## src/rtl/deadlock_block_detector_pkg.sv

```systemverilog
// Shared types and helpers for the kernel deadlock monitors.
// The stall rule lives here so every monitor flavour evaluates it identically.
package deadlock_mon_pkg;

    localparam int DEFAULT_THRESH = 16;
    localparam int DEFAULT_CNT_W  = 16;
    localparam int MAX_CH         = 32;

    typedef enum logic [1:0] {
        RUN     = 2'd0,
        COUNT   = 2'd1,
        BLOCKED = 2'd2
    } dl_state_t;

    // Unused channel slots must be padded as idle, inst slots as not blocked.
    function automatic logic stall_now_f(
        input logic [MAX_CH-1:0] axis_blk,
        input logic [MAX_CH-1:0] inst_idle,
        input logic [MAX_CH-1:0] inst_blk
    );
        logic [MAX_CH-1:0] active;
        active = ~inst_idle;
        return (|(active & axis_blk) | |inst_blk) & ~|(active & ~axis_blk);
    endfunction

endpackage

```

## src/rtl/deadlock_block_detector_if.sv

```systemverilog
// Flag bundle between the kernel deadlock monitor top (master) and the detector (slave).
interface deadlock_block_detector_if
    import deadlock_mon_pkg::*;
#(
    parameter int N_AXIS = 4,
    parameter int N_INST = 1,
    parameter int CNT_W  = DEFAULT_CNT_W
);
    logic [N_AXIS-1:0] axis_block_sigs;
    logic [N_AXIS-1:0] inst_idle_sigs;
    logic [N_INST-1:0] inst_block_sigs;
    logic              block;
    logic              block_event;
    logic [N_AXIS-1:0] block_mask;
    logic [CNT_W-1:0]  stall_cycles;

    modport master (
        output axis_block_sigs, inst_idle_sigs, inst_block_sigs,
        input  block, block_event, block_mask, stall_cycles
    );

    modport slave (
        input  axis_block_sigs, inst_idle_sigs, inst_block_sigs,
        output block, block_event, block_mask, stall_cycles
    );
endinterface

```

## src/rtl/deadlock_block_detector_sat_counter.sv

```systemverilog
// Stall-cycle counter: clear has priority, increment sticks at all-ones.
module deadlock_sat_counter #(
    parameter int CNT_W = 16
) (
    input  logic             clock,
    input  logic             reset,
    input  logic             clr,
    input  logic             inc,
    output logic [CNT_W-1:0] count
);
    always_ff @(posedge clock) begin
        if (reset || clr) begin
            count <= '0;
        end else if (inc && (count != {CNT_W{1'b1}})) begin
            count <= count + CNT_W'(1);
        end
    end
endmodule

```

## src/rtl/deadlock_block_detector.sv

```systemverilog
// Persistence-filtered kernel deadlock detector with stalled-channel snapshot.
//   state   | meaning
//   RUN     | forward progress seen last sample, counter at zero
//   COUNT   | consecutive stalled samples accumulating, below threshold
//   BLOCKED | deadlock confirmed, counter keeps running until progress
module deadlock_block_detector
    import deadlock_mon_pkg::*;
#(
    parameter int N_AXIS = 4,
    parameter int N_INST = 1,
    parameter int THRESH = DEFAULT_THRESH,
    parameter int CNT_W  = DEFAULT_CNT_W
) (
    input logic                    clock,
    input logic                    reset,
    deadlock_block_detector_if.slave mon
);
    dl_state_t         state, state_nxt;
    logic [MAX_CH-1:0] blk_w, idle_w, iblk_w;
    logic [N_AXIS-1:0] stalled;
    logic [N_AXIS-1:0] mask_q;
    logic [CNT_W-1:0]  count;
    logic              stall_now;
    logic              cnt_clr, cnt_inc, fire, event_q;

    always_comb begin
        blk_w  = '0;
        idle_w = '1;
        iblk_w = '0;
        blk_w[N_AXIS-1:0]  = mon.axis_block_sigs;
        idle_w[N_AXIS-1:0] = mon.inst_idle_sigs;
        iblk_w[N_INST-1:0] = mon.inst_block_sigs;
    end

    assign stall_now = stall_now_f(blk_w, idle_w, iblk_w);
    assign stalled   = mon.axis_block_sigs & ~mon.inst_idle_sigs;

    always_comb begin
        state_nxt = state;
        cnt_clr   = 1'b0;
        cnt_inc   = 1'b0;
        fire      = 1'b0;
        case (state)
            RUN: begin
                if (stall_now) begin
                    cnt_inc = 1'b1;
                    if (THRESH == 1) begin
                        state_nxt = BLOCKED;
                        fire      = 1'b1;
                    end else begin
                        state_nxt = COUNT;
                    end
                end else begin
                    cnt_clr = 1'b1;
                end
            end
            COUNT: begin
                if (!stall_now) begin
                    state_nxt = RUN;
                    cnt_clr   = 1'b1;
                end else begin
                    cnt_inc = 1'b1;
                    // count+1 reaches THRESH on this sample
                    if (count == CNT_W'(THRESH - 1)) begin
                        state_nxt = BLOCKED;
                        fire      = 1'b1;
                    end
                end
            end
            BLOCKED: begin
                if (!stall_now) begin
                    state_nxt = RUN;
                    cnt_clr   = 1'b1;
                end else begin
                    cnt_inc = 1'b1;
                end
            end
            default: begin
                state_nxt = RUN;
                cnt_clr   = 1'b1;
            end
        endcase
    end

    always_ff @(posedge clock) begin
        if (reset) begin
            state   <= RUN;
            event_q <= 1'b0;
            mask_q  <= '0;
        end else begin
            state   <= state_nxt;
            event_q <= fire;
            if (fire) begin
                mask_q <= stalled;
            end
        end
    end

    deadlock_sat_counter #(.CNT_W(CNT_W)) u_stall_cnt (
        .clock (clock),
        .reset (reset),
        .clr   (cnt_clr),
        .inc   (cnt_inc),
        .count (count)
    );

    assign mon.block        = (state == BLOCKED);
    assign mon.block_event  = event_q;
    assign mon.block_mask   = mask_q;
    assign mon.stall_cycles = count;
endmodule

```

## src/flat_wrapper.sv

```systemverilog
// flat-port wrapper written by rule: the top's interface ports become plain ports
module deadlock_block_detector_flat import deadlock_mon_pkg::*;
#(
    parameter int N_AXIS = 4,
    parameter int N_INST = 1,
    parameter int THRESH = DEFAULT_THRESH,
    parameter int CNT_W  = DEFAULT_CNT_W
)
  (clock, reset, mon_axis_block_sigs, mon_inst_idle_sigs, mon_inst_block_sigs, mon_block, mon_block_event, mon_block_mask, mon_stall_cycles);
  deadlock_block_detector_if #(.N_AXIS(N_AXIS), .N_INST(N_INST), .CNT_W(CNT_W)) mon_i ();
  input logic clock;
  input logic reset;
  input wire logic [$bits(mon_i.axis_block_sigs)-1:0] mon_axis_block_sigs;
  input wire logic [$bits(mon_i.inst_idle_sigs)-1:0] mon_inst_idle_sigs;
  input wire logic [$bits(mon_i.inst_block_sigs)-1:0] mon_inst_block_sigs;
  output wire logic [$bits(mon_i.block)-1:0] mon_block;
  output wire logic [$bits(mon_i.block_event)-1:0] mon_block_event;
  output wire logic [$bits(mon_i.block_mask)-1:0] mon_block_mask;
  output wire logic [$bits(mon_i.stall_cycles)-1:0] mon_stall_cycles;
  assign mon_i.axis_block_sigs = mon_axis_block_sigs;
  assign mon_i.inst_idle_sigs = mon_inst_idle_sigs;
  assign mon_i.inst_block_sigs = mon_inst_block_sigs;
  assign mon_block = mon_i.block;
  assign mon_block_event = mon_i.block_event;
  assign mon_block_mask = mon_i.block_mask;
  assign mon_stall_cycles = mon_i.stall_cycles;
  deadlock_block_detector #(.N_AXIS(N_AXIS), .N_INST(N_INST), .THRESH(THRESH), .CNT_W(CNT_W)) u_core (.clock(clock), .reset(reset), .mon(mon_i));
endmodule
```

## config.mk

```make
export PLATFORM = sky130hd
export DESIGN_NAME = deadlock_block_detector_flat
export DESIGN_NICKNAME = d
export VERILOG_FILES = /design/src/rtl/deadlock_block_detector_pkg.sv /design/src/rtl/deadlock_block_detector_if.sv /design/src/rtl/deadlock_block_detector_sat_counter.sv /design/src/rtl/deadlock_block_detector.sv /design/src/flat_wrapper.sv
export SDC_FILE = /design/constraint.sdc
export NUM_CORES = 1
export LEC_CHECK = 0
export ABC_AREA = 0
export BUFFER_PORTS_ARGS = -buffer_cell sky130_fd_sc_hd__buf_2
export CAP_MARGIN = 20
export CORE_ASPECT_RATIO = 0.8
export CORE_MARGIN = 2
export CORE_UTILIZATION = 40
export CTS_BUF_LIST = sky130_fd_sc_hd__clkbuf_16
export CTS_CLUSTER_SIZE = 12
export DETAILED_ROUTE_END_ITERATION = 6
export PLACE_DENSITY = 0.6
export SYNTH_ARGS = -nofsm -noshare
export SYNTH_HDL_FRONTEND = slang
export SYNTH_SLANG_ARGS = --single-unit
```

## constraint.sdc

```tcl
create_clock -name clock -period 5.17 [get_ports clock]
set_input_delay 0.7755 -clock clock [delete_from_list [all_inputs] [get_ports clock]]
set_output_delay 0.7755 -clock clock [all_outputs]
set_load 0.005 [all_outputs]
```

Word level (Yosys, flattened, before mapping)
Index checks and enable logic that the tools add are counted.
Storage, ports and cells
  register bits: 23
  bits of input ports: 11
  logic and storage cells: 40
Operators by class
  add/subtract/negate cells: 1
  equal/unequal tests: 7
  muxes and demuxes: 12
  bitwise logic cells: 8
  reductions and logical operators: 8
Operators with widths (number)
  $reduce_or A32 Y1: 2
  $and A32 B32 Y32: 1
  $and A32 B4 Y32: 1
  $not A32 Y32: 1
  $not A4 Y32: 1
  $add A16 B1 Y16 const B: 1
  $eq A16 B4 Y1 const B: 1
  $ne A16 B16 Y1 const B: 1
  $mux W2: 4
  $mux W1: 7
  $pmux W2 S3: 1
  $and A4 B4 Y4: 1
  $not A4 Y4: 1
  $ne A3 B3 Y1 const B: 1
  $reduce_and A3 Y1: 1
  $reduce_or A3 Y1: 1
  $eq A2 B1 Y1 const B: 1
  $eq A2 B2 Y1 const B: 1
  $logic_not A2 Y1: 1
  $ne A2 B1 Y1 const B: 1
  $ne A2 B2 Y1 const B: 1
  $and A1 B1 Y1: 1
  $logic_and A1 B1 Y1: 1
  $logic_not A1 Y1: 1
  2 further kinds: 2

Depth between registers and ports, before layout
Gate-level depths: netlist of the first run.
  depth after elaboration: 8
  mapped depth: 5
  mapped depth without buffers: 5

By module
A second synthesis of the first run with hierarchy kept.
Second synthesis, totals
  cell total of the unflattened synthesis: 141
  area, all modules: 1232.4 µm²
Modules (own cells, without submodules)
  deadlock_sat_counter: instances 1, cells each 95, area an instance 847.1 µm²
  deadlock_block_detector: instances 1, cells each 46, area an instance 385.4 µm²

Least setup slack after synthesis of the first run
No wires, ideal clock.
  kind: input -> register
  start point: in mon_inst_idle_sigs[3]
  end point: reg u_core.mask_q[0] (netlist: u_core.mon.block_mask[0])
  setup time: 70 ps
  data arrival time: 1774 ps
  data required time: 5100 ps
  slack: 3326 ps
  cell stages on the path: 5
  path buffers: 1
  path through: and4b_1 a211oi_1 clkbuf_1 nand4_1 a21oi_1
On the way
  cells in the longest elaborated chain, start to end: 7
  elaborated cells on any way between the ends: 10
  those cells by class: mux (2); bitwise (5); reduce/logical (3)
RTL lines
  from (decl): line flat_wrapper.sv:14  | input wire logic [$bits(mon_i.inst_idle_sigs)-1:0] mon_inst_idle_sigs;
  $not A32 Y32 *: line deadlock_block_detector_pkg.sv:22  | active = ~inst_idle;
  $and A32 B4 Y32 / $and A32 B32 Y32 (equally long branches): line deadlock_block_detector_pkg.sv:23  | return (|(active & axis_blk) | |inst_blk) & ~|(active & ~axis_blk);
  $reduce_or A32 Y1: line deadlock_block_detector_pkg.sv:23
  $or A1 B1 Y1 / $logic_not A1 Y1 (equally long branches): line deadlock_block_detector_pkg.sv:23
  $and A1 B1 Y1 *: line deadlock_block_detector_pkg.sv:23
  $mux W1 *: line deadlock_block_detector.sv:58  | if (!stall_now) begin
  $mux W1 *: line deadlock_block_detector.sv:43  | case (state)
  to (signal assigned): line deadlock_block_detector.sv:94  | mask_q <= stalled;
  to (decl): line deadlock_block_detector.sv:21  | logic [N_AXIS-1:0] mask_q;
Every way passes the cells marked *; elsewhere a longest branch is shown, timed or not.
A chain may end at the register's enable or synchronous reset.

Worst setup path after layout of the first run
  start point: in mon_inst_idle_sigs[3]
  end point: reg u_core.u_stall_cnt.count[4]
On the way
  cells in the longest elaborated chain, start to end: 8
  elaborated cells on any way between the ends: 14
  those cells by class: mux (4); bitwise (5); reduce/logical (5)
RTL lines
  $not A32 Y32 *: line deadlock_block_detector_pkg.sv:22
  $and A32 B4 Y32 / $and A32 B32 Y32 (equally long branches): line deadlock_block_detector_pkg.sv:23
  $reduce_or A32 Y1: line deadlock_block_detector_pkg.sv:23
  $or A1 B1 Y1 / $logic_not A1 Y1 (equally long branches): line deadlock_block_detector_pkg.sv:23
  $and A1 B1 Y1 *: line deadlock_block_detector_pkg.sv:23
  $mux W1: line deadlock_block_detector.sv:45, deadlock_block_detector.sv:58, deadlock_block_detector.sv:71
  $mux W1
  $logic_and A1 B1 Y1 / $logic_or A1 B1 Y1 (equally long branches): line deadlock_block_detector_sat_counter.sv:14, deadlock_block_detector_sat_counter.sv:12
  to (signal assigned): line deadlock_block_detector_sat_counter.sv:15  | count <= count + CNT_W'(1);
  to (decl): line deadlock_block_detector_sat_counter.sv:9  | output logic [CNT_W-1:0] count
Marked as above.

==> impl_results.md, run 1 <==
* Initial antenna violation count at 0
* Critical path class: input port to flop
* Drt drc at 0
* Die Width at ~66 um
* Crit path time final at approximately 2200 ps
* Post-synthesis sequential area ratio at a little under two fifths
* Final hold vios at 0
* Slew margin rel. at 46.99%
* Drt first-iter violations at 41
* Crit path largest cell delay at around 360 ps
* Core Area at just over 3000 sq um
* Status: finished, final reports clean
* Worst Hold Class: flop to flop
* Yosys cell types at 37
* Worst-path clk slew at about 60 ps
* Data required time of the worst path at approximately 5300 ps
* Setup crit end kind: flop
* Syn_area_per_cell at 8.956 sq um
* CTS buffer count at 3
* Comb power frac at 5.4%
* Post-Layout Inst Area at approximately 1500 sq um
* Port bufs at 32
* Post-Place Setup Slack at around 2000 ps
* Cell Int Power at about 290 uW
* Ant. Diodes at 0
* First-pass GRT wire length at just over 5000 um
* Power density cells at between 200 and 250 nW/um^2
* Share of layout cells above drive strength 1 at about 27%
* Gate Count Post-Synth at approximately 140
* Die height at about 54 um
* CP Cell Sequence: buf_2 > and4b_1 > a211oi_1 > buf_2 > nand2_1 > a211oi_1
* Placed instance count at slightly above 200
* Fmax at 456.3 MHz
* Gr usage total at a little under a fifth
* Unrepaired setup endpoints after global routing: false
* Tcrit/Tclk final at around 42%
* #FFs+latches synth at 23
* Finish-stage setup viols at 0
* Number of global-route vias before repair at between 1000 and 1500
* Max VDD drop at 0.1691 mV
* Drt total wl at approximately 3100 um
* Via count at 1240
* Initial Util at 41.25%
* Largest net degree at the start of global routing at 15
* I/O pins at 33
* CTS tree: done
* Switch share at 21.73%
* Setup Total Neg Slack at 0 ps
* Post-Route Skew at 2.185 ps
* GRT overflow at 0
* Sequential cell fraction of total power at between 40% and 50%
* CTS Sinks at 23
* Worst Slack Setup Final at ~3000 ps
* Nets at 185
* Synthesis-to-layout area growth at 22.51%
* Syn Nets at approximately 150
* Detail Route Antenna Nets at 0
* Root Driver: clkbuf_16
* Post_cts resized at 0
* Setup bufs post-CTS at 0
* TritonRoute pass-1 iters at 4
* CP max stage cell: a211oi_1
* Leakage power at around 0.58 nW
* H-Tree Depth at 1
* Row cnt at 18
* CTS Buffer Depth at 2
* Max cap viols at 0
* NetSw at around 81 uW
* Post-Syn Area at between 1000 and 1500 sq um
* Via-per-instance ratio at 5.849
* Placed inst area at between 1000 and 1500 sq um
* Routed wire length per instance at approximately 15 um
* CTS Hold Bufs at 0
* Worst Max-Slew Pin Slew at just under 800 ps
* Crit-path max FO at 14
* Routability Congestion at around 0.81
* Critical Path AT at about 2400 ps
* Hpwl dp at ~2300 um
* Synthesis Warnings at 0
* Die ar. at roughly 3600 sq um
* Post-route insts no fill at roughly 210
* Max-slew violation count at 0
* Fillers at a little over 300
* Clock share of power at a little under half
* CP Launch Type: input port
* Clock latency on the worst-skew pair at 260 ps
-- logic make-up (layout without fill, tap and decap cells) --
| family | after synthesis | after routing | synth area share [%] |
|---|---|---|---|
| adders and majority gates | 1 | 1 | 1.005 |
| and+or+nand+nor | 62 | 62 | 35.38 |
| buffers and inverters | 8 | 41 | 2.411 |
| DFF | 23 | 23 | 36.98 |
| AOI/OAI and AO/OA | 42 | 42 | 21.81 |
| muxes | 3 | 3 | 2.412 |
-- routing by layer --
metal	global-route usage, %	wire length (um)	part of all wire (%)	up-vias
met5	0	0	0	-
li1	-	-	-	629
met4	5.442	31	0.99	0
met3	5.230	117	3.7	5
met2	30.83	1415	45	15
met1	24.62	1565	50	591
-- path summary, 6_finish.rpt --
kind | from | endpoint | slack [ps] | cells past startpoint
setup / recovery | mon_inst_idle_sigs[3] | u_core.u_stall_cnt.count[4] | 2980 | 6
setup reg to reg | u_core.u_stall_cnt.count[0] | u_core.mon.block_mask[1] | 3130 | 5
hold / removal | u_core.mon.block_mask[1] | u_core.mon.block_mask[1] | 470 | 2
hold reg to reg | u_core.mon.block_mask[1] | u_core.mon.block_mask[1] | 470 | 2
-- state kept, by name (all words and copies together) (netlist names) --
register                  cells
u_core.mon.block_event        1
u_core.mon.block_mask         4
u_core.u_stall_cnt.count     16
u_core.state                  2
-- cell type report --
class                   count  area, sq um  share of cell area [%]
clock buffers               3        75.07                   4.922
inverters                   4        15.01                  0.9844
clock inverters             1        5.005                  0.3281
well taps                  40        50.05                   3.281
flip-flops and latches     23        460.4                   30.19
repair buffers             33        165.2                   10.83
multi-input cells         108        754.5                   49.47
-- stage by stage --
step / hold WS (ps) / power (mW) / util (%)
2_1_floorplan: 454.2 / 0.1945 / -
3_3_place_gp: 452.2 / 0.2021 / 47.72
3_5_place_dp: 457.8 / 0.2032 / 47.72
4_1_cts: 469.3 / 0.3730 / 50.37
5_1_grt: 475.9 / 0.3819 / 50.54
6_report: 468.8 / 0.3709 / 50.54
-- cells in the final DEF, fill, tap and decap left out, drive strengths merged, types with 4 or more instances in the layout --
| cell type | Yosys | routed |
|---|---|---|
| nor3 | 4 | 4 |
| a211oi | 6 | 6 |
| nand3 | 11 | 11 |
| nand2 | 5 | 5 |
| dfxtp | 23 | 23 |
| a21oi | 17 | 17 |
| nor4 | 5 | 5 |
| nand4 | 10 | 10 |
| o31ai | 10 | 10 |
| inv | 4 | 4 |
| nor2b | 4 | 4 |
| or4 | 8 | 8 |
| buf | 0 | 33 |
-- cell usage after synthesis, drive strengths merged --
master | count | area share [%]
a21boi | 1 | 0.60
o41ai | 1 | 0.70
inv | 4 | 1.2
ha | 1 | 1.0
nor2 | 3 | 0.90
or3 | 1 | 0.60
nor4 | 5 | 3.7
a21oi | 17 | 6.8
mux2i | 3 | 2.4
nor2b | 4 | 2.0
o21ai | 3 | 1.5
nor3 | 4 | 1.6
o31ai | 10 | 6.0
o22ai | 2 | 1.0
dfxtp | 23 | 37
and3 | 1 | 0.50
nor4b | 1 | 0.70
or4 | 8 | 5.1
a211oi | 6 | 3.6
clkbuf | 4 | 1.2
and4b | 2 | 1.6
nand4 | 10 | 7.9
or2 | 1 | 0.50
nand2 | 5 | 1.5
o21ba | 1 | 0.80
and4 | 2 | 1.5
and2 | 1 | 0.50
nand3b | 3 | 1.8
nand3 | 11 | 4.8
a211o | 1 | 0.70
-- power by group through the flow --
stage | registers [mW] | logic, mW | clock network, mW
after CTS | 0.180 | 0.0190 | 0.174
after floorplan | 0.184 | 0.0106 | 0
after detailed placement | 0.184 | 0.0190 | 0
final | 0.180 | 0.0200 | 0.171
after global placement | 0.184 | 0.0180 | 0
after global routing | 0.180 | 0.0219 | 0.180
-- worst max-delay path: cells and delay by family --
family                 cells  cell delay [ps]
AOI/OAI and AO/OA          2              650
and+or+nand+nor            2              550
buffers and inverters      2              390
Power figures use the tool's default switching activity.
==> run 2, diff against run 1 <==
Settings changed: PLACE_DENSITY 0.6 to 0.63.
Clock period 5.17 ns to 2 ns, I/O delays scaled along.
==> impl_results.md, run 2 (synthesized netlist as in run 1, its figures left out) <==
* Total power at 950.2 uW (+160%)
* Worst Slack Setup Final at 169.5 ps (-2809 ps)
* Largest register FFs at 16 (unchanged)
* Root Driver: clkbuf_16
* First-pass GRT wire length at 5043 um (-0.55%)
* Setup Total Neg Slack at 0 ps (unchanged)
* Commonest non-fill, non-tap cells in the layout: buf_2, dfxtp_1, a21oi_1
* Drt first-iter violations at 71 (+73%)
* CTS tree: done
* Initial Util at 41.25% (unchanged)
* Finish-stage setup viols at 0 (unchanged)
* Die height at 53.90 um (unchanged)
* Hpwl dp at 2359 um (+3.4%)
* Placed instance count at 211 (+1.9%)
* Clock latency on the worst-skew pair at 250 ps (about the same)
* GRT overflow at 0 (unchanged)
* H-Tree Depth at 1 (unchanged)
* Fillers at 307 (-1.3%)
* Crit-path max FO at 8 (-6)
* Gr usage total at 19.32% (+0.44 points)
* Crit path time final at ~1800 ps
* Row cnt at 18 (unchanged)
* Critical path class: flop to flop
* Drt total wl at 3219 um (+2.9%)
* Post-layout util at 51.58% (+1.0 points)
* Drt drc at 0 (unchanged)
* Post-Place Setup Slack at 217.9 ps (-1818 ps)
* Fmax at approximately 550 MHz
* Leakage power at 0.5988 nW (+3.2%)
* Status: finished, final reports clean
* Via-per-instance ratio at 5.791 (-1.0%)
* Detail Route Antenna Nets at 0 (unchanged)
* Worst Hold Class: input port to flop
* Max-slew violation count at 0 (unchanged)
* Critical Path AT at 2010 ps (-350 ps)
* Max VDD drop at 0.3989 mV (+140%)
* Ant. Diodes at 0 (unchanged)
* Share of layout cells above drive strength 1 at 29.14% (+1.8 points)
* Sequential Area at 460.4 sq um (unchanged)
* Post-Route Skew at 2.115 ps (-0.07025 ps)
* Commonest non-fill, non-tap cell in the layout: buf_2
* Number of global-route vias before repair at 1015 (-7.6%)
* Setup crit end kind: flop
* Data required time of the worst path at 2180 ps (-3160 ps)
* Routability Congestion at 0.8262 (+2.5%)
* Max cap viols at 0 (unchanged)
* TritonRoute pass-1 iters at 4 (unchanged)
* Worst-path clk slew at 60 ps (about the same)
* Worst Max-Slew Pin Slew at 812.8 ps (+23.72 ps)
* Synthesis-to-layout area growth at 25.02%
* Die Width at 66.38 um (unchanged)
* Multi-input gate area at 760.7 sq um (+0.83%)
* CTS buffer count at 3 (unchanged)
* Largest net degree at the start of global routing at 15 (unchanged)
* I/O pins at 33 (unchanged)
* Routed wire length per instance at 14.97 um (+1.4%)
* Slew margin rel. at 45.40% (-1.6 points)
* CTS Buffer Depth at 2 (unchanged)
* Port bufs at 32 (unchanged)
* Biggest register: u_core.u_stall_cnt.count
* Die ar. at 3578 sq um (unchanged)
* CTS Sinks at 23 (unchanged)
* Final hold vios at 0 (unchanged)
* CP Launch Type: flop
* Core Area at 3018 sq um (unchanged)
* Post-route insts no fill at 215 (+1.4%)
* Unrepaired setup endpoints after global routing: false
* Initial antenna violation count at 0 (unchanged)
* Nets at 188 (+1.6%)
* Power density cells at 610.5 nW/um^2 (+150%)
* Tcrit/Tclk final at 91.52%
* Via count at 1245 (+0.40%)
==> run 2: repair_timing <==
| item | in CTS | in global routing |
|---|---|---|
| setup endpoints to repair | 0 | 4 |
| hold buffers | 0 | 0 |
| setup buffers | 0 | 0 |
| gates resized for setup | 0 | 1 |
==> run 2: layout make-up <==
| cell class | instances | share of cell area (%) |
|---|---|---|
| Multi-Input combinational cell | 108 | 48.87 |
| Inverter | 4 | 0.9646 |
| Clock inverter | 1 | 0.3215 |
| Clock buffer | 3 | 4.823 |
| Tap cell | 40 | 3.215 |
| Timing Repair Buffer | 36 | 12.22 |
| Sequential cell | 23 | 29.58 |
==> run 2: stage by stage <==
step	hold WS, ps	instance area [sq um]
floorplan	369.1	1245
global placement	454.2	1470
detailed placement	462.6	1470
CTS	289.0	1550
global route	299.2	1556
finish	294.8	1556
==> run 2: worst paths after layout <==
check,from,slack [ps],to,depth (start not counted)
worst min-delay path,reset,290,u_core.mon.block_mask[2],2
worst max-delay path,u_core.u_stall_cnt.count[7],170,u_core.u_stall_cnt.count[9],4
worst min register to register,u_core.mon.block_mask[2],470,u_core.mon.block_mask[2],2
worst max register to register,u_core.u_stall_cnt.count[7],170,u_core.u_stall_cnt.count[9],4
==> run 2: power breakdown <==
group / internal [mW] / switching, mW
registers: 0.461 / 0.00204
logic: 0.0244 / 0.0343
clock network: 0.269 / 0.159
==> run 2: per-layer routing <==
metal / up-vias / share of wire [%] / track usage [%]
met2: 24 / 46 / 29.83
met4: 0 / 0.75 / 5.102
met1: 584 / 49 / 26.88
li1: 633 / - / -
met5: - / 0 / 0
met3: 4 / 3.7 / 5.021
==> run 2: worst max-delay path, cell delays in order (launching register included) <==
cell	delay, ps
dfxtp_1	490
nand4_4	200
nor3_1	720
o31ai_1	190
a21oi_1	150
